File: config.mk
export PLATFORM = sky130hd
export DESIGN_NAME = gpio_pad_bridge_flat
export DESIGN_NICKNAME = d
export VERILOG_FILES = /design/src/rtl/gpio_pad_bridge_if.sv /design/src/rtl/gpio_pad_bridge.sv /design/src/flat_wrapper.sv
export SDC_FILE = /design/constraint.sdc
export NUM_CORES = 1
export LEC_CHECK = 0
export BUFFER_PORTS_ARGS = -buffer_cell sky130_fd_sc_hd__buf_2
export CORE_MARGIN = 2
export CORE_UTILIZATION = 49
export DETAILED_ROUTE_END_ITERATION = 16
export GPL_TIMING_DRIVEN = 0
export PLACE_DENSITY = 0.8
export SYNTH_ARGS = -nofsm -noshare
export SYNTH_HDL_FRONTEND = slang
export SYNTH_SLANG_ARGS = --single-unit
File: constraint.sdc
create_clock -name wb_clk_i -period 2.74 [get_ports wb_clk_i]
set_input_delay 0 -clock wb_clk_i [delete_from_list [all_inputs] [get_ports wb_clk_i]]
set_output_delay 0 -clock wb_clk_i [all_outputs]
set_load 0.1 [all_outputs]
File: src/rtl/gpio_pad_bridge_if.sv
// Wishbone classic slave bundle shared by the pad bridge and its master.
// Signal names follow the Caravel management bus, seen from the slave.
interface gpio_pad_bridge_if;
  logic        wbs_stb_i;
  logic        wbs_cyc_i;
  logic        wbs_we_i;
  logic [3:0]  wbs_sel_i;
  logic [31:0] wbs_dat_i;
  logic [31:0] wbs_adr_i;
  logic        wbs_ack_o;
  logic [31:0] wbs_dat_o;

  modport master (
    output wbs_stb_i, wbs_cyc_i, wbs_we_i, wbs_sel_i, wbs_dat_i, wbs_adr_i,
    input  wbs_ack_o, wbs_dat_o
  );

  modport slave (
    input  wbs_stb_i, wbs_cyc_i, wbs_we_i, wbs_sel_i, wbs_dat_i, wbs_adr_i,
    output wbs_ack_o, wbs_dat_o
  );
endinterface

File: src/rtl/gpio_pad_bridge.sv
// Wishbone pad bridge: output/direction registers, input synchronizer and, when
// GPIO_EDGE_CAPTURE_EN is defined, sticky W1C rising-edge capture per pad.
module gpio_pad_bridge #(
  parameter int unsigned NUM_PADS    = 38,
  parameter logic [31:0] BASE_ADDR   = 32'h3000_1000,
  parameter int unsigned SYNC_STAGES = 2
) (
  input  logic                wb_clk_i,
  input  logic                wb_rst_ni,
  gpio_pad_bridge_if.slave    wb,
  input  logic [NUM_PADS-1:0] io_in,
  output logic [NUM_PADS-1:0] io_out,
  output logic [NUM_PADS-1:0] io_oeb,
  output logic [NUM_PADS-1:0] gpio_sync_o
);
  localparam logic [0:0] StIdle = 1'b0;
  localparam logic [0:0] StAck  = 1'b1;

  logic [0:0]          state_q, state_d;
  logic [31:0]         rdata_q, rdata_d;
  logic [NUM_PADS-1:0] out_q, out_d, oeb_q, oeb_d;
  logic [NUM_PADS-1:0] sync_q [SYNC_STAGES];
  logic [NUM_PADS-1:0] sync_d [SYNC_STAGES];
  logic [NUM_PADS-1:0] edge_bits;

  logic        hit, accept;
  logic [2:0]  word;
  logic [31:0] byte_mask, rd_word;
  logic [63:0] out_ext, oeb_ext, in_ext, edge_ext;
  logic [1:0]  unused_adr;

  // Merge a 32-bit byte-masked write into the LO or HI half; bits past the pad
  // count fall off the top.
  function automatic logic [NUM_PADS-1:0] wr_merge(input logic [NUM_PADS-1:0] cur,
                                                   input logic hi_word,
                                                   input logic [31:0] data,
                                                   input logic [31:0] mask);
    logic [63:0] ext;
    ext = 64'(cur);
    if (hi_word) ext[63:32] = (ext[63:32] & ~mask) | (data & mask);
    else         ext[31:0]  = (ext[31:0] & ~mask) | (data & mask);
    return ext[NUM_PADS-1:0];
  endfunction

  assign unused_adr = wb.wbs_adr_i[1:0];
  assign hit    = wb.wbs_adr_i[31:5] == BASE_ADDR[31:5];
  assign accept = (state_q == StIdle) & wb.wbs_cyc_i & wb.wbs_stb_i & hit;
  assign word   = wb.wbs_adr_i[4:2];

  always_comb begin
    for (int b = 0; b < 4; b++) byte_mask[8*b +: 8] = {8{wb.wbs_sel_i[b]}};
  end

  assign out_ext  = 64'(out_q);
  assign oeb_ext  = 64'(oeb_q);
  assign in_ext   = 64'(gpio_sync_o);
  assign edge_ext = 64'(edge_bits);

  always_comb begin
    rd_word = '0;
    case (word)
      3'd0:    rd_word = out_ext[31:0];
      3'd1:    rd_word = out_ext[63:32];
      3'd2:    rd_word = oeb_ext[31:0];
      3'd3:    rd_word = oeb_ext[63:32];
      3'd4:    rd_word = in_ext[31:0];
      3'd5:    rd_word = in_ext[63:32];
      3'd6:    rd_word = edge_ext[31:0];
      default: rd_word = edge_ext[63:32];
    endcase
  end

  // rdata only holds a value during the ack cycle, so dat_o is zero otherwise.
  always_comb begin
    state_d = StIdle;
    rdata_d = '0;
    out_d   = out_q;
    oeb_d   = oeb_q;
    if (accept) begin
      state_d = StAck;
      rdata_d = rd_word;
      if (wb.wbs_we_i) begin
        case (word[2:1])
          2'b00:   out_d = wr_merge(out_q, word[0], wb.wbs_dat_i, byte_mask);
          2'b01:   oeb_d = wr_merge(oeb_q, word[0], wb.wbs_dat_i, byte_mask);
          default: ;
        endcase
      end
    end
  end

  always_comb begin
    sync_d[0] = io_in;
    for (int i = 1; i < SYNC_STAGES; i++) sync_d[i] = sync_q[i-1];
  end

  always_ff @(posedge wb_clk_i or negedge wb_rst_ni) begin
    if (!wb_rst_ni) begin
      state_q <= StIdle;
      rdata_q <= '0;
      out_q   <= '0;
      oeb_q   <= '1;
      for (int i = 0; i < SYNC_STAGES; i++) sync_q[i] <= '0;
    end else begin
      state_q <= state_d;
      rdata_q <= rdata_d;
      out_q   <= out_d;
      oeb_q   <= oeb_d;
      for (int i = 0; i < SYNC_STAGES; i++) sync_q[i] <= sync_d[i];
    end
  end

`ifdef GPIO_EDGE_CAPTURE_EN
  logic [NUM_PADS-1:0] prev_q, edge_q, edge_d, edge_clr;

  always_comb begin
    edge_clr = '0;
    if (accept && wb.wbs_we_i && word[2:1] == 2'b11) begin
      edge_clr = wr_merge('0, word[0], wb.wbs_dat_i, byte_mask);
    end
    // A fresh rising edge beats a simultaneous clear.
    edge_d = (edge_q & ~edge_clr) | (gpio_sync_o & ~prev_q);
  end

  always_ff @(posedge wb_clk_i or negedge wb_rst_ni) begin
    if (!wb_rst_ni) begin
      prev_q <= '0;
      edge_q <= '0;
    end else begin
      prev_q <= gpio_sync_o;
      edge_q <= edge_d;
    end
  end

  assign edge_bits = edge_q;
`else
  assign edge_bits = '0;
`endif

  assign gpio_sync_o  = sync_q[SYNC_STAGES-1];
  assign io_out       = out_q;
  assign io_oeb       = oeb_q;
  assign wb.wbs_ack_o = state_q == StAck;
  assign wb.wbs_dat_o = rdata_q;
endmodule

File: src/flat_wrapper.sv
// flat-port wrapper written by rule: the top's interface ports become plain ports
module gpio_pad_bridge_flat 
#(
  parameter int unsigned NUM_PADS    = 38,
  parameter logic [31:0] BASE_ADDR   = 32'h3000_1000,
  parameter int unsigned SYNC_STAGES = 2
)
  (wb_clk_i, wb_rst_ni, io_in, io_out, io_oeb, gpio_sync_o, wb_wbs_stb_i, wb_wbs_cyc_i, wb_wbs_we_i, wb_wbs_sel_i, wb_wbs_dat_i, wb_wbs_adr_i, wb_wbs_ack_o, wb_wbs_dat_o);
  gpio_pad_bridge_if wb_i ();
  input  logic wb_clk_i;
  input  logic wb_rst_ni;
  input  logic [NUM_PADS-1:0] io_in;
  output logic [NUM_PADS-1:0] io_out;
  output logic [NUM_PADS-1:0] io_oeb;
  output logic [NUM_PADS-1:0] gpio_sync_o;
  input wire logic [$bits(wb_i.wbs_stb_i)-1:0] wb_wbs_stb_i;
  input wire logic [$bits(wb_i.wbs_cyc_i)-1:0] wb_wbs_cyc_i;
  input wire logic [$bits(wb_i.wbs_we_i)-1:0] wb_wbs_we_i;
  input wire logic [$bits(wb_i.wbs_sel_i)-1:0] wb_wbs_sel_i;
  input wire logic [$bits(wb_i.wbs_dat_i)-1:0] wb_wbs_dat_i;
  input wire logic [$bits(wb_i.wbs_adr_i)-1:0] wb_wbs_adr_i;
  output wire logic [$bits(wb_i.wbs_ack_o)-1:0] wb_wbs_ack_o;
  output wire logic [$bits(wb_i.wbs_dat_o)-1:0] wb_wbs_dat_o;
  assign wb_i.wbs_stb_i = wb_wbs_stb_i;
  assign wb_i.wbs_cyc_i = wb_wbs_cyc_i;
  assign wb_i.wbs_we_i = wb_wbs_we_i;
  assign wb_i.wbs_sel_i = wb_wbs_sel_i;
  assign wb_i.wbs_dat_i = wb_wbs_dat_i;
  assign wb_i.wbs_adr_i = wb_wbs_adr_i;
  assign wb_wbs_ack_o = wb_i.wbs_ack_o;
  assign wb_wbs_dat_o = wb_i.wbs_dat_o;
  gpio_pad_bridge #(.NUM_PADS(NUM_PADS), .BASE_ADDR(BASE_ADDR), .SYNC_STAGES(SYNC_STAGES)) u_core (.wb_clk_i(wb_clk_i), .wb_rst_ni(wb_rst_ni), .wb(wb_i), .io_in(io_in), .io_out(io_out), .io_oeb(io_oeb), .gpio_sync_o(gpio_sync_o));
endmodule
Word level (Yosys, flattened, before mapping)
Index checks and enable logic that the tools add are counted.
{"block": "word_totals", "reg_bits": 185, "out_inout_bits": 147, "elab_cells": 39}
{"block": "op_classes", "n_eq_ne": 7, "mux": 3, "bitwise_logic": 15, "n_reduce_logical": 6}
{"operator": "case mux 32 bit (6 select lines)", "n": 1}
{"operator": "bitwise AND 32 bit", "n": 3}
{"operator": "OR 32 bit", "n": 2}
{"operator": "two-way mux 32 bit", "n": 1}
{"operator": "inverter 32 bit", "n": 1}
{"operator": "== test 27 x 25 -> 1 bit (second input constant)", "n": 1}
{"operator": "AND reduction 4 bit", "n": 4}
{"operator": "bitwise AND 6 bit", "n": 2}
{"operator": "OR 6 bit", "n": 2}
{"operator": "== test 3 x 2 -> 1 bit (second input constant)", "n": 2}
{"operator": "== test 3 bit (second input constant)", "n": 2}
{"operator": "bitwise AND 1 bit", "n": 3}
{"operator": "== test 3 x 1 -> 1 bit (second input constant)", "n": 1}
{"operator": "logical NOT 3 bit", "n": 1}
{"operator": "== test 2 x 1 -> 1 bit (second input constant)", "n": 1}
{"operator": "logical NOT 2 bit", "n": 1}
{"operator": "inverter 1 bit", "n": 2}
{"operator": "two-way mux 1 bit", "n": 1}

Depth between registers and ports, before layout
Gate-level depths: netlist of the first run.
{"block": "depth", "word_depth": 5, "depth_mapped": 7, "ltp_nobuf": 4}

Worst setup path after synthesis of the first run
OpenSTA, ideal clock, no wires.
{"block": "synth_timing", "path_type": "register -> register", "from": "register u_core.state_q, in the netlist u_core.wb.wbs_ack_o", "to": "register (tool-made name)", "t_arrival_ps": 2378, "setup_slack_ps": 236, "stages_incl_launch_ff": 6, "n_path_buf": 1, "synth_period_minus_slack_ps": 2504, "path_cell_list": "dfrtp_1 > nor4_1 > nand4_1 > buf_4 > nor4_4 > mux2_2"}
{"item": "from (decl)", "line": "gpio_pad_bridge.sv:19", "text": "logic [0:0] state_q, state_d;"}
{"item": "from (signal assigned)", "line": "gpio_pad_bridge.sv:99", "text": "state_q <= StIdle;"}
{"item": "from (signal assigned)", "line": "gpio_pad_bridge.sv:105", "text": "state_q <= state_d;"}

==> metrics.csv, run 1 <==
stage,metric,value,unit
pwr,P_int,4.38,mW
sta,slew margin rel.,34.5,%
clock_network,clk root buf,clkbuf_16,
logic_synthesis,Synth Net Count,559,
clock_network,clk sink count,185,
logic_synthesis,yosys warns,0,
layout,Final #Nets,905,
sta,Slew Limit Fails,0,
global_routing,initial antenna violation count,1,
pwr,Combinational Power Share,9.9,%
route,Routed WL per cell,19.2,µm
logic_synthesis,sequential area share after synthesis,67.7,%
pwr,Pwr Density,597,nW/µm²
logic_synthesis,Synth Instances,448,
sta,f_max,381,MHz
critical_path,WP data required,3.05,ns
sta,# setup viols final,0,
floorplanning,die width,123,µm
sta,measured slew at the worst slew-check pin,0.975,ns
floorplanning,Starting Density,50.0,%
floorplanning,die height,123,µm
global_routing,vias in the first global route,5305,
pwr,switching power,1.47,mW
logic_synthesis,Syn Area/Cell,15.4,µm²
clock_network,maximum root-to-sink buffer count,2,
global_routing,first-pass GRT wire length,28500,µm
layout,share of cells above drive strength 1,53.0,%
sta,setup TNS,0,ns
outcome,status,"finished, final reports clean",
floorplanning,Die ar.,15100,µm²
pwr,Leak Pwr,4.97,nW
pwr,Seq pwr share,48.2,%
logic_synthesis,Netlist Area Pre-Place,6910,µm²
route,Vias per Instance,5.08,
critical_path,reg2reg path depth,5,
sta,fin crit period,2.63,ns
route,drt drc,0,
place,Post-DP Area,8440,µm²
critical_path,Reg-to-Reg Start,u_core.wb.wbs_ack_o,
place,DP Wirelength,12900,µm
pwr,Sw Share,25.1,%
route,Vias,5021,
global_routing,GRT Total Usage,25.7,%
route,drt first pass iters,4,
clock_network,CTS Buf Count,17,
sta,RSZ-0062 raised after global routing,no,
sta,final setup margin,0.113,ns
layout,highest-count cells in the layout ignoring fill and taps,"255 x buf_2, 147 x dfrtp_1, 82 x mux2_2",
clock_network,H-tree levels,4,
critical_path,CP endpoint kind,flip-flop,
logic_synthesis,distinct cell type count after synthesis,31,
clock_network,CTS tree,yes,
floorplanning,FP Rows,43,
critical_path,worst-path fanout max,10,
critical_path,CP Launch Type,flip-flop,
critical_path,CP Launch Point,u_core.wb.wbs_ack_o,
layout,Layout area overhead,41.6,%
critical_path,critical path class,flip-flop to flip-flop,
layout,"commonest non-fill, non-tap cell in the layout",buf_2,
pwr,VDD IR-drop max,0.417,mV
critical_path,worst path arrival time,2.94,ns
clock_network,"Setup Fix Bufs, Post-CTS",0,
sta,Final Cycle Share,95.9,%
hold_path,Hold Path Class,primary input to flip-flop,
clock_network,"Clk Latency, worst-skew pair",0.43,ns
layout,Final Instance Area,9780,µm²
place,final RePlAce weighted congestion,0.832,
global_routing,global route overflow,0,
clock_network,Worst-path clk slew,0.07,ns
global_routing,largest net degree at the start of global routing,105,
route,ANT nets after route,0,
pwr,clock network power share,41.9,%
place,PortBufs,254,
logic_synthesis,post-synthesis register bit count,185,
route,Routed WL,19000,µm
place,Place WS,-0.0686,ns
hold_path,hold-critical path depth,3,
route,Iteration-0 DRC Markers,305,
sta,Final Skew,0.00650,ns
sta,Final Hold Violating Endpoints,0,
floorplanning,# IOs,258,
flow_run,maxcap violations,0,
hold_path,worst hold start,wb_wbs_adr_i[3],
floorplanning,core area,13800,µm²
-- layer usage --
metal	track usage, %	share of wire, %	vias to the layer above
li1	-	-	2271
met1	30.3	39	2527
met2	45.1	53	190
met3	7.39	6.2	31
met4	8.19	1.8	2
met5	0	0.068	-
-- worst max-delay path, stage by stage (launching register included) --
cell and delay [ns]:
dfrtp_1 0.42, nor4_2 0.39, nand4_1 0.33, buf_4 0.33
nor4_4 0.61, mux2_2 0.42
-- power by group through the flow --
stage | Combinational [mW] | Clock [mW] | Sequential [mW]
after floorplan | 0.0752 | 0 | 3.07
after global placement | 0.477 | 0 | 2.86
after detailed placement | 0.494 | 0 | 2.86
after CTS | 0.578 | 2.49 | 2.81
after global routing | 0.614 | 2.63 | 2.82
final | 0.578 | 2.45 | 2.82
-- cells by family after synthesis --
kind of cell / Yosys count / synth area share [%]
buffers and inverters: 21 / 1.29
multiplexers: 114 / 18.7
AO/OA/AOI/OAI: 37 / 3.26
flip-flops: 185 / 67.7
AND/OR/NAND/NOR: 91 / 9.02
-- metrics by stage --
| stage | util, % | instances | hold slack [ns] | total power [mW] |
|---|---|---|---|---|
| after CTS | 70.7 | 987 | 0.0241 | 5.88 |
| after global placement | 60.8 | 882 | 0.108 | 3.34 |
| final | 70.7 | 988 | 0.0596 | 5.84 |
| after global routing | 70.7 | 987 | 0.0553 | 6.06 |
| after floorplan | - | 448 | -0.296 | 3.15 |
| after detailed placement | 61.1 | 883 | 0.0118 | 3.36 |
-- cell type report --
class	instances	area, µm²
Inverter	3	11.3
Buffer	18	77.6
Antenna cell	1	2.50
Sequential cell	185	4680
Fill cell	887	4050
Multi-Input combinational cell	242	2160
Tap cell	180	225
Clock buffer	20	457
Timing Repair Buffer	327	2030
Clock inverter	12	140
-- synth_stat cells --
library cell	instances	area (µm²)
and2_1	26	163
mux2_2	82	923
a22oi_1	6	45.0
inv_1	2	7.51
buf_2	2	10.0
nor4b_1	1	8.76
a2111oi_2	1	15.0
dfrtp_1	147	3680
nor2b_1	3	18.8
nand4_1	1	6.26
nor4_1	5	31.3
mux4_2	4	90.1
o21ai_0	26	130
nor4_2	1	12.5
nand3b_1	1	7.51
o31a_1	2	17.5
clkbuf_1	13	48.8
nand2_1	32	120
inv_2	1	3.75
buf_4	2	15.0
nand3_1	1	5.00
nor2_1	7	26.3
dfstp_2	38	998
buf_1	1	3.75
o22a_1	2	17.5
nor3b_1	1	7.51
nor4bb_1	1	10.0
mux2i_1	28	280
nand4b_1	1	8.76
or2_2	1	6.26
nor4_4	9	191
-- path summary, 6_finish.rpt --
check / end / slack [ns]
setup / recovery: flip-flop / 0.11
hold / removal: u_core.wb.wbs_dat_o[10] / 0.06
setup reg to reg: flip-flop / 0.11
hold reg to reg: u_core.gpio_sync_o[26] / 0.35
max in group asynchronous: async pin / 1.71
min in group asynchronous: u_core.wb.wbs_dat_o[19] / 0.11
-- what timing repair did --
action / CTS / global route
endpoints found under the hold margin: 198 / 0
hold buffers: 72 / 0
endpoints found under the setup margin: 60 / 0
gates resized for setup: 2 / 0
(Power assumes the default switching activity.)
==> inputs of run 2 (changes only) <==
--- a/config.mk
+++ b/config.mk
@@ -10,6 +10,7 @@
 export CORE_UTILIZATION = 49
 export DETAILED_ROUTE_END_ITERATION = 16
 export GPL_TIMING_DRIVEN = 0
+export MAX_ROUTING_LAYER = met4
 export PLACE_DENSITY = 0.8
 export SYNTH_ARGS = -nofsm -noshare
 export SYNTH_HDL_FRONTEND = slang
==> run 2 against run 1 <==
  * Power is essentially flat
  * Clock power is essentially flat
  * Sequential share of layout area is essentially flat
  * First-iteration DRC count shrank 0.98%
  * Core utilization is essentially flat
  * Non-clock buffer count is the same
  * Critical path depth is the same
  * Final area is essentially flat
  * Flip-flop and latch count is the same
  * Combinational power is essentially flat
  * Via count grew 0.72%
==> metrics.csv, run 2 (same netlist as run 1, synthesis figures left out) <==
stage,metric,value,unit
sta,fin crit period,2.62,ns
critical_path,worst-path fanout max,10,
place,DP Wirelength,12900,µm
hold_path,Hold Path Class,primary input to flip-flop,
pwr,switching power,1.47,mW
sta,Final Skew,0.00503,ns
route,ANT nets after route,0,
floorplanning,Die ar.,15100,µm²
layout,"Cell Count, Final, Fillers Out",989,
route,Vias,5057,
place,Place WS,-0.0686,ns
sta,RSZ-0062 raised after global routing,no,
sta,final setup margin,0.123,ns
sta,Final Hold Violating Endpoints,0,
hold_path,worst hold endpoint,u_core.wb.wbs_dat_o[10],
outcome,status,"finished, final reports clean",
pwr,P_int,4.38,mW
clock_network,"Clk Latency, worst-skew pair",0.43,ns
critical_path,R2R Setup Slk,0.12,ns
route,Vias per Instance,5.11,
place,final RePlAce weighted congestion,0.845,
global_routing,global route overflow,0,
hold_path,hold-critical path depth,3,
global_routing,first-pass GRT wire length,28400,µm
sta,slew margin rel.,34.0,%
pwr,Power Total,5.85,mW
sta,f_max,382,MHz
place,PortBufs,254,
route,Routed WL per cell,19.3,µm
floorplanning,die height,123,µm
critical_path,reg2reg path depth,5,
global_routing,largest net degree at the start of global routing,105,
floorplanning,core area,13800,µm²
pwr,clock network power share,41.9,%
pwr,VDD IR-drop max,0.417,mV
sta,Slew Limit Fails,0,
pwr,Combinational Power Share,9.9,%
layout,"commonest non-fill, non-tap cell in the layout",buf_2,
clock_network,clk sink count,185,
global_routing,GRT Total Usage,26.5,%
route,drt first pass iters,4,
critical_path,WP data required,3.05,ns
pwr,Sw Share,25.1,%
route,Iteration-0 DRC Markers,302,
route,drt drc,0,
clock_network,maximum root-to-sink buffer count,2,
clock_network,H-tree levels,4,
layout,Final #Nets,905,
critical_path,CP Launch Point,u_core.wb.wbs_ack_o,
clock_network,CTS tree,yes,
sta,hold slack,0.0631,ns
critical_path,Reg-to-Reg Start,u_core.wb.wbs_ack_o,
floorplanning,FP Rows,43,
route,Routed WL,19000,µm
pwr,Seq pwr share,48.2,%
sta,# setup viols final,0,
clock_network,clk root buf,clkbuf_16,
floorplanning,# IOs,258,
layout,share of cells above drive strength 1,53.0,%
sta,setup TNS,0,ns
pwr,Pwr Density,598,nW/µm²
global_routing,initial antenna violation count,1,
critical_path,CP endpoint kind,flip-flop,
clock_network,CTS Buf Count,17,
hold_path,worst hold start,wb_wbs_adr_i[3],
layout,highest-count cells in the layout ignoring fill and taps,"255 x buf_2, 147 x dfrtp_1, 82 x mux2_2",
clock_network,Worst-path clk slew,0.07,ns
critical_path,CP Launch Type,flip-flop,
floorplanning,Starting Density,50.0,%
flow_run,maxcap violations,0,
floorplanning,die width,123,µm
pwr,Leak Pwr,4.97,nW
critical_path,worst path arrival time,2.93,ns
sta,Final Cycle Share,95.5,%
global_routing,vias in the first global route,5311,
place,Placed Cells,883,
sta,measured slew at the worst slew-check pin,0.981,ns
layout,Layout area overhead,41.6,%
critical_path,critical path class,flip-flop to flip-flop,
[run 2: cell types whose count changed in the layout (fill, tap and decap cells not counted), sizes merged]
| cell | before | now |
|---|---|---|
| diode | 1 | 2 |
[run 2: repair_timing]
item | in CTS | in global routing
hold buffers | 72 | 0
resized for setup | 2 | 0
setup buffers | 0 | 0
endpoints found under the hold margin | 198 | 0
setup endpoints to repair | 60 | 0
[run 2: cell type report]
type	instances	area (µm²)
Clock inverter	12	140
Multi-Input combinational cell	242	2160
Antenna cell	2	5.00
Inverter	3	11.3
Clock buffer	20	457
Fill cell	888	4040
Buffer	18	77.6
Tap cell	180	225
Timing Repair Buffer	327	2030
Sequential cell	185	4680
[run 2: how the worst max path moves through the flow]
stage	slack, ns	endpoint
finish	0.12	flip-flop
global route	0.07	flip-flop
CTS	0.08	flip-flop
detailed placement	-0.07	u_core.wb.wbs_dat_o[28]
global placement	-0.90	u_core.sync_d[0]
floorplan	0.24	flip-flop
[run 2: per-stage QoR]
step | utilization (%) | instance area (µm²)
floorplan | - | 6910
global placement | 60.8 | 8400
detailed placement | 61.1 | 8440
CTS | 70.7 | 9780
global route | 70.7 | 9780
finish | 70.8 | 9780
[run 2: metal layers]
layer	vias to the layer above	wire (µm)	track usage [%]
met5	-	0	-
met1	2564	7590	30.9
li1	2275	-	-
met3	24	1070	6.69
met4	0	278	8.19
met2	194	10100	45.1
[run 2: critical path, stage by stage (launching register included)]
cell	delay (ns)
dfrtp_1	0.42
nor4_2	0.38
nand4_1	0.34
buf_4	0.34
nor4_4	0.60
mux2_2	0.42
[run 2: power groups by stage]
stage | logic (mW) | clock network, mW | registers, mW
after floorplan | 0.0752 | 0 | 3.07
after global placement | 0.477 | 0 | 2.86
after detailed placement | 0.494 | 0 | 2.86
after CTS | 0.578 | 2.49 | 2.81
after global routing | 0.614 | 2.63 | 2.82
final | 0.579 | 2.45 | 2.82
